$ cat config.mk
export PLATFORM = sky130hd
export DESIGN_NAME = alu_mdu_unit
export DESIGN_NICKNAME = d
export VERILOG_FILES = /design/src/rtl/alu_mdu_unit.sv
export SDC_FILE = /design/constraint.sdc
export NUM_CORES = 2
export LEC_CHECK = 0
export CORE_MARGIN = 5
export CORE_UTILIZATION = 40
export DETAILED_ROUTE_END_ITERATION = 8
export PLACE_DENSITY = 0.56
export SLEW_MARGIN = 20
export SYNTH_ARGS = -nofsm -noshare
export SYNTH_HDL_FRONTEND = slang
export SYNTH_SLANG_ARGS = --single-unit
$ cat constraint.sdc
create_clock -name clk -period 8.94 [get_ports clk]
set_input_delay 1.788 -clock clk [delete_from_list [all_inputs] [get_ports clk]]
set_output_delay 1.788 -clock clk [all_outputs]
set_load 0.005 [all_outputs]
$ cat src/rtl/alu_mdu_unit.sv
// Integer ALU with iterative multiply/divide behind a valid/ready handshake.
// Single-cycle ops finish in one cycle; MUL and DIV classes use shift-add / restoring loops.
module alu_mdu_unit #(
  parameter int XLEN               = 32,
  parameter int MUL_BITS_PER_CYCLE = 1
) (
  input  logic            clk,
  input  logic            rst,
  input  logic [6:0]      opcode,
  input  logic [2:0]      funct3,
  input  logic [6:0]      funct7,
  input  logic [XLEN-1:0] op_a,
  input  logic [XLEN-1:0] op_b,
  input  logic            in_valid,
  output logic            in_ready,
  input  logic            flush,
  output logic            out_valid,
  input  logic            out_ready,
  output logic [XLEN-1:0] result,
  output logic            illegal
);
  localparam int SHW       = $clog2(XLEN);
  localparam int MUL_STEPS = XLEN / MUL_BITS_PER_CYCLE;

  typedef enum logic [4:0] {
    OP_ADD, OP_SUB, OP_SLL, OP_SLT, OP_SLTU, OP_XOR, OP_SRL, OP_SRA, OP_OR, OP_AND,
    OP_MUL, OP_MULH, OP_MULHSU, OP_MULHU, OP_DIV, OP_DIVU, OP_REM, OP_REMU, OP_ILL
  } op_e;
  typedef enum logic [1:0] {S_IDLE, S_MUL, S_DIV, S_DONE} state_e;

  state_e              state_q;
  op_e                 op_d, op_q;
  logic [XLEN-1:0]     a_q, y_q, result_q;
  logic [2*XLEN-1:0]   acc_q, x_q;
  logic [SHW-1:0]      cnt_q;
  logic                neg_q, aneg_q, dz_q, ovf_q, illegal_q;

  always_comb begin
    op_d = OP_ILL;
    case (opcode)
      7'b0000011, 7'b0100011, 7'b1101111,
      7'b1100111, 7'b0110111, 7'b0010111: op_d = OP_ADD;
      7'b1100011: op_d = OP_SUB;
      7'b0010011: begin
        case (funct3)
          3'b000: op_d = OP_ADD;
          3'b001: op_d = OP_SLL;
          3'b010: op_d = OP_SLT;
          3'b011: op_d = OP_SLTU;
          3'b100: op_d = OP_XOR;
          3'b101: op_d = funct7[5] ? OP_SRA : OP_SRL;
          3'b110: op_d = OP_OR;
          default: op_d = OP_AND;
        endcase
      end
      7'b0110011: begin
        if (funct7 == 7'b0000000) begin
          case (funct3)
            3'b000: op_d = OP_ADD;
            3'b001: op_d = OP_SLL;
            3'b010: op_d = OP_SLT;
            3'b011: op_d = OP_SLTU;
            3'b100: op_d = OP_XOR;
            3'b101: op_d = OP_SRL;
            3'b110: op_d = OP_OR;
            default: op_d = OP_AND;
          endcase
        end else if (funct7 == 7'b0100000) begin
          if (funct3 == 3'b000)      op_d = OP_SUB;
          else if (funct3 == 3'b101) op_d = OP_SRA;
        end else if (funct7 == 7'b0000001) begin
          case (funct3)
            3'b000: op_d = OP_MUL;
            3'b001: op_d = OP_MULH;
            3'b010: op_d = OP_MULHSU;
            3'b011: op_d = OP_MULHU;
            3'b100: op_d = OP_DIV;
            3'b101: op_d = OP_DIVU;
            3'b110: op_d = OP_REM;
            default: op_d = OP_REMU;
          endcase
        end
      end
      default: op_d = OP_ILL;
    endcase
  end

  logic [SHW-1:0]  shamt;
  logic [XLEN-1:0] alu_res;
  assign shamt = op_b[SHW-1:0];

  always_comb begin
    alu_res = '0;
    case (op_d)
      OP_ADD:  alu_res = op_a + op_b;
      OP_SUB:  alu_res = op_a - op_b;
      OP_SLL:  alu_res = op_a << shamt;
      OP_SLT:  alu_res = {{(XLEN-1){1'b0}}, $signed(op_a) < $signed(op_b)};
      OP_SLTU: alu_res = {{(XLEN-1){1'b0}}, op_a < op_b};
      OP_XOR:  alu_res = op_a ^ op_b;
      OP_SRL:  alu_res = op_a >> shamt;
      OP_SRA:  alu_res = $signed(op_a) >>> shamt;
      OP_OR:   alu_res = op_a | op_b;
      OP_AND:  alu_res = op_a & op_b;
      default: alu_res = '0;
    endcase
  end

  // Both iterative units work on magnitudes; signs are reapplied at the end.
  logic            is_mul, is_div, a_sgn, b_sgn, a_neg, b_neg;
  logic [XLEN-1:0] a_mag, b_mag;
  assign is_mul = op_d inside {OP_MUL, OP_MULH, OP_MULHSU, OP_MULHU};
  assign is_div = op_d inside {OP_DIV, OP_DIVU, OP_REM, OP_REMU};
  assign a_sgn  = op_d inside {OP_MULH, OP_MULHSU, OP_DIV, OP_REM};
  assign b_sgn  = op_d inside {OP_MULH, OP_DIV, OP_REM};
  assign a_neg  = a_sgn & op_a[XLEN-1];
  assign b_neg  = b_sgn & op_b[XLEN-1];
  assign a_mag  = a_neg ? -op_a : op_a;
  assign b_mag  = b_neg ? -op_b : op_b;

  logic [2*XLEN-1:0] mul_acc, mul_prod;
  logic [XLEN-1:0]   mul_res;
  always_comb begin
    mul_acc = acc_q;
    for (int j = 0; j < MUL_BITS_PER_CYCLE; j++)
      if (y_q[j]) mul_acc = mul_acc + (x_q << j);
    mul_prod = neg_q ? -mul_acc : mul_acc;
    mul_res  = (op_q == OP_MUL) ? mul_prod[XLEN-1:0] : mul_prod[2*XLEN-1:XLEN];
  end

  // Restoring step: remainder lives in acc_q, dividend/quotient shifts through x_q.
  logic [XLEN:0]   shifted;
  logic            div_ge, is_quo;
  logic [XLEN-1:0] rem_nxt, quo_nxt, div_res, spec_res;
  always_comb begin
    shifted  = {acc_q[XLEN-1:0], x_q[XLEN-1]};
    div_ge   = shifted >= {1'b0, y_q};
    rem_nxt  = div_ge ? shifted[XLEN-1:0] - y_q : shifted[XLEN-1:0];
    quo_nxt  = {x_q[XLEN-2:0], div_ge};
    is_quo   = op_q inside {OP_DIV, OP_DIVU};
    div_res  = is_quo ? (neg_q ? -quo_nxt : quo_nxt) : (aneg_q ? -rem_nxt : rem_nxt);
    if (dz_q) spec_res = is_quo ? '1 : a_q;
    else      spec_res = is_quo ? a_q : '0;
  end

  always_ff @(posedge clk) begin
    if (rst) begin
      state_q   <= S_IDLE;
      op_q      <= OP_ILL;
      a_q       <= '0;
      y_q       <= '0;
      acc_q     <= '0;
      x_q       <= '0;
      cnt_q     <= '0;
      neg_q     <= 1'b0;
      aneg_q    <= 1'b0;
      dz_q      <= 1'b0;
      ovf_q     <= 1'b0;
      result_q  <= '0;
      illegal_q <= 1'b0;
    end else if (flush) begin
      state_q <= S_IDLE;
    end else begin
      case (state_q)
        S_IDLE: if (in_valid) begin
          op_q      <= op_d;
          a_q       <= op_a;
          y_q       <= b_mag;
          x_q       <= {{XLEN{1'b0}}, a_mag};
          acc_q     <= '0;
          neg_q     <= a_neg ^ b_neg;
          aneg_q    <= a_neg;
          dz_q      <= (op_b == '0);
          ovf_q     <= a_sgn & b_sgn & (op_a == {1'b1, {(XLEN-1){1'b0}}}) & (op_b == '1);
          illegal_q <= (op_d == OP_ILL);
          if (is_mul) begin
            cnt_q   <= SHW'(MUL_STEPS-1);
            state_q <= S_MUL;
          end else if (is_div) begin
            cnt_q   <= SHW'(XLEN-1);
            state_q <= S_DIV;
          end else begin
            result_q <= alu_res;
            state_q  <= S_DONE;
          end
        end
        S_MUL: begin
          acc_q <= mul_acc;
          x_q   <= x_q << MUL_BITS_PER_CYCLE;
          y_q   <= y_q >> MUL_BITS_PER_CYCLE;
          cnt_q <= cnt_q - 1'b1;
          if (cnt_q == '0) begin
            result_q <= mul_res;
            state_q  <= S_DONE;
          end
        end
        S_DIV: begin
          if (dz_q | ovf_q) begin
            result_q <= spec_res;
            state_q  <= S_DONE;
          end else begin
            acc_q <= {{XLEN{1'b0}}, rem_nxt};
            x_q   <= {{XLEN{1'b0}}, quo_nxt};
            cnt_q <= cnt_q - 1'b1;
            if (cnt_q == '0) begin
              result_q <= div_res;
              state_q  <= S_DONE;
            end
          end
        end
        S_DONE: if (out_ready) state_q <= S_IDLE;
        default: state_q <= S_IDLE;
      endcase
    end
  end

  assign in_ready  = (state_q == S_IDLE);
  assign out_valid = (state_q == S_DONE);
  assign result    = result_q;
  assign illegal   = illegal_q;
endmodule
# Word-level counts from Yosys, hierarchy flattened
# Cells that the tools add are included.
# word_totals
regBits	241
input_bits	86
output_inout_bits	35
wordCells	162
# classes
addsub	10
n_lt_le_gt_ge	3
n_eq_ne	51
shifts	3
n_mux	50
n_bitwise	11
reduce_logical	21
# op_table
operator	n
32-bit two-way mux	17
64-bit two-way mux	6
64-bit case mux with 3 select lines	2
32-bit case mux with 10 select lines	1
32-bit negation	4
32-bit case mux with 3 select lines	1
64-bit adder	1
32-bit equality test, second input constant	2
32-bit less-than comparator	2
64-bit negation	1
32-bit case mux with 2 select lines	1
32-bit subtractor	2
4-bit case mux with 7 select lines	2
5-bit by 4-bit equality test with 1-bit output, second input constant	11
5-bit two-way mux	9
5-bit case mux with 7 select lines	1
33-bit by 32-bit >= comparator with 1-bit output	1
32-bit adder	1
32-bit AND	1
32-bit zero test	1
32-bit OR	1
32-bit by 5-bit << shifter with 32-bit output	1
32-bit by 5-bit >> shifter with 32-bit output	1
32-bit by 5-bit >>> shifter with 32-bit output	1
other kinds (43)	78

# Longest topological paths before layout
# depth
ltp_word	12
ltp_mapped	26
mapped_depth_nobuf	22

# Worst setup path after synthesis
# OpenSTA, ideal clock, no wires.
# synth_path
path_kind	input to register
start	input port op_b[2]
end	register result_q[28], in the netlist result[28]
setup_ns	0.127
arrival_ns	6.026
required_time_ns	8.813
slack_ns	2.787
cell_stages	20
path_buffers	5
path_cell_list	clkbuf_1 inv_2 buf_1 clkbuf_1 clkbuf_1 ha_1 clkbuf_1 nand2b_1 a21oi_1 o21bai_1 a21oi_1 o21ai_0 o21ai_0 a31oi_1 or3_1 a311oi_1 nor3_1 o211ai_1 nand3_1 or3_1
# synth_via
elab_chain_cells	6
elab_cells_between_ends	10
cone_classes	add/sub (2); shift (3); mux (5)
# synth_lines
item	line	rtl
from (decl)	13	input logic [XLEN-1:0] op_b,
32-bit subtractor (tied with other cells)	96	OP_SUB: alu_res = op_a - op_b;
32-bit case mux with 10 select lines (*)	94	case (op_d)
32-bit two-way mux (*)	179	end else if (is_div) begin
32-bit two-way mux (*)	176	if (is_mul) begin
32-bit two-way mux (*)	165	S_IDLE: if (in_valid) begin
32-bit case mux with 3 select lines (*)	164	case (state_q)
to (signal assigned)	183	result_q <= alu_res;
to (signal assigned)	193	result_q <= mul_res;
to (signal assigned)	199	result_q <= spec_res;
to (decl)	33	logic [XLEN-1:0] a_q, y_q, result_q;
# Mark *: on every way between the ends. The rest lies on a longest branch, timed or not. The select of a mux whose other input is x is not followed.
# A chain may end at the register's enable or synchronous reset.

# Worst setup path after layout
# layout_path
start	input port op_a[0]
end	register result_q[28], in the netlist result[28]
# layout_via
elab_chain_cells	6
elab_cells_between_ends	10
cone_classes	add/sub (2); shift (3); mux (5)
# layout_lines
item	line	rtl
from (decl)	12	input logic [XLEN-1:0] op_a,
32-bit subtractor (tied with other cells)	96	
32-bit case mux with 10 select lines (*)	94	
32-bit two-way mux (*)	179	
32-bit two-way mux (*)	176	
32-bit two-way mux (*)	165	
32-bit case mux with 3 select lines (*)	164	
# Marked as above.

==> metrics.md <==
| Metric | Value |
|---|---|
| Netlist Area Pre-Place | about 33,000 sq um |
| DR vias/cell | around 6.7 |
| Yosys reg bits | between 200 and 250 |
| Reg-to-reg critical path startpoint | acc_q[5] |
| Syn Area/Cell | between 6 and 7 sq um |
| Ports | 121 |
| Period minus WS final | ~6.6 ns |
| Largest net degree at the start of global routing | 78 |
| Vias in the first global route | 35.4k |
| Clock slew at reported path FFs | approximately 0.06 ns |
| Worst setup EP type | flip-flop |
| Post-Syn Instances | slightly below 5k |
| Final Hold Fails | 0 |
| Dpl cells | 5,736 |
| Asr flop ratio synth | 0 |
| Clock sinks | around 240 |
| Worst-Skew Late Latency | 0.64 ns |
| Routed WL | 170 mm |
| Number of synthesized flops with an enable pin | 0 |
| CP max FO | 9 |
| Dominant synthesized flop cell | dfxtp_1 |
| Die ar. | around 87,000 sq um |
| CTS Root Buffer Type | clkbuf_16 |
| Crit path kind | input port to flip-flop |
| Post-route DRC violation count | 0 |
| CTS max path bufs | 3 |
| DPL Wire Length | between 100 and 150 mm |
| Slew @ Worst Pin | approximately 1.3 ns |
| Post_cts resized | 0 |
| Register area share after synthesis | 0.148 |
| Skew final | about 0.037 ns |
| Setup bufs post-CTS | 0 |
| Area of the core | between 80,000 and 90,000 sq um |
| Starting Density | 0.404 |
| H-tree levels | 1 |
| Remaining antenna violation count | 0 |
| Area grow syn2layout | 9.26% |
| CP startpoint kind | input port |
| Max Clk Rate | about 150 MHz |
| Pleak | between 10 and 15 nW |
| IO Port Bufs | 120 |
| Final period util | 0.738 |
| Post-Syn Nets | between 5k and 6k |
| Global Route Usage Sum | 0.369 |
| Setup tns final | 0 ns |
| TritonCTS Buffers | 31 |
| Vert. Die Dim | a little under 300 um |
| Setup slack after layout | approximately 2.3 ns |
| Hold Buf Count CTS | 0 |
| Nets | approximately 5k |
| CTS tree | built |
| PwrDens | about 140 nW/um^2 |
| Fin cells | around 5.8k |
| Synth cell types | 100 |
| Run status | finished, final reports clean |
| Critical path required time | 9.45 ns |
| Final core occ | 0.441 |
| # rows | 104 |
| Min-Delay Path Class | flip-flop to flip-flop |
| Final Max Slew Viols | 0 |
| Fillers | 8,567 |
| Per-cell routed wire length | approximately 29 um |
| Max VDD drop | 0.000164 V |
| Synth warn | 0 |
| DRT iter0 DRCs | around 5.0k |
| Initial antenna violation count | 3 |
| Pre-CTS setup slack | ~1.9 ns |
| RSZ-0062 raised after global routing | no |
| Hold path start | a_q[14] |
| Max-cap violations | 0 |
| Routed via count | 38.9k |
| First-pass GRT wire length | approximately 240 mm |
| Rel. slew slack | 0.141 |
| Final GP Congestion | between 1 and 1.5 |
| Detailed Routing Iterations Pass 1 | 9 |
| Overflow after GRT | 0 |
| Worst EP arrival | between 7 and 8 ns |
| Layout cells sized above 1 | 0.0615 |
| Final Setup Violations | 0 |
| Crit path launch | op_a[0] |
| Die width | a little under 300 um |
cell type report:
cell class | count | area (sq um) | area share
Multi-Input combinational cell | 4032 | 25700 | 0.723
Sequential cell | 241 | 4830 | 0.136
Timing Repair Buffer | 218 | 1930 | 0.0543
Tap cell | 1060 | 1330 | 0.0373
Clock buffer | 41 | 863 | 0.0243
Inverter | 185 | 694 | 0.0195
Clock inverter | 17 | 215 | 0.00605
Antenna cell | 1 | 2.50 | 0.0000703
cells in the mapped netlist (30+ instances only):
cell	count	area, sq um
o22ai_1	30	188
or3_1	50	313
nor2_1	492	1850
xnor2_1	150	1310
a211oi_1	84	631
o211ai_1	75	563
a22oi_1	38	285
nor4_1	41	257
o21a_1	40	300
buf_1	33	124
o21ai_0	452	2260
mux4_2	36	811
inv_1	177	664
a221oi_1	37	324
o31ai_1	63	473
nor3_1	143	716
a21o_1	53	398
nand2b_1	39	244
a31oi_1	62	388
a21oi_1	514	2570
ha_1	203	2540
mux2i_1	108	1080
xor2_1	74	648
nand3_1	124	621
nand4_1	80	500
clkbuf_1	338	1270
nand2_1	565	2120
o221ai_1	34	298
dfxtp_1	241	4820
power breakdown:
| part | switching [mW] | total (mW) | internal [mW] |
|---|---|---|---|
| clock network | 0.581 | 1.38 | 0.796 |
| logic | 1.65 | 2.42 | 0.766 |
| registers | 0.131 | 1.26 | 1.13 |
metal layers:
layer	global-route usage	vias up	share of wire
li1	-	17600	-
met5	0	-	0.000065
met1	0.478	18400	0.40
met3	0.0503	542	0.088
met2	0.573	2281	0.43
met4	0.249	2	0.084
kinds of logic (layout without fill, tap and decap cells):
logic type | Yosys count | in the layout | share of synthesized area
AOI/OAI and AO/OA | 1754 | 1754 | 0.342
and+or+nand+nor | 1680 | 1680 | 0.237
buffers and inverters | 563 | 461 | 0.0652
DFF | 241 | 241 | 0.148
xor gates and xnor gates | 224 | 224 | 0.0603
adders and majority gates | 207 | 207 | 0.0805
muxes | 167 | 167 | 0.0661
other | 0 | 1 | 0
path summary, 6_finish.rpt:
kind / cells after the start / slack [ns] / to
worst min-delay path: 2 / 0.46 / a_q[14]
worst max register to register: 20 / 2.48 / result[28]
worst min register to register: 2 / 0.46 / a_q[14]
worst max-delay path: 18 / 2.34 / result[28]
per-stage QoR:
stage          cell area [sq um]  hold slack (ns)  total power, mW
2_1_floorplan              32600            0.433             2.72
3_3_place_gp               34500            0.445             3.61
3_5_place_dp               34500            0.449             3.60
4_1_cts                    35600            0.458             4.97
5_1_grt                    35600            0.482             5.24
6_report                   35600            0.458             5.06
flip-flops by register name, indices dropped and copies added, names as in the netlist, 2 cells and up:
register  flops
x_q          64
op_q          5
cnt_q         5
a_q          32
result       32
y_q          32
state_q       2
acc_q        64
cell usage in the layout (no fill, tap or decap), drive strengths merged, types with 80 or more instances in the layout:
cell type      netlist  routed
a211oi              85      85
a21oi              516     516
buf                 38     104
clkdlybuf4s50        0     114
dfxtp              241     241
ha                 203     203
inv                179     180
mux2i              108     108
nand2              565     565
nand3              125     125
nand4               80      80
nor2               492     492
nor3               145     145
o21ai              459     459
xnor2              150     150
worst max-delay path: stages:
cell	delay, ns
clkdlybuf4s50_1	0.68
inv_1	0.25
ha_1	0.21
inv_1	0.06
fa_1	0.39
nand2b_1	0.10
a21oi_1	0.10
o21bai_1	0.43
a21oi_1	0.14
o21ai_0	0.41
o21ai_0	0.28
a31oi_1	0.62
o31ai_1	0.19
a2111oi_0	0.67
nor2_1	0.11
o211ai_1	0.19
nand3_1	0.09
or3_1	0.38
Power figures use the tool's default switching activity.
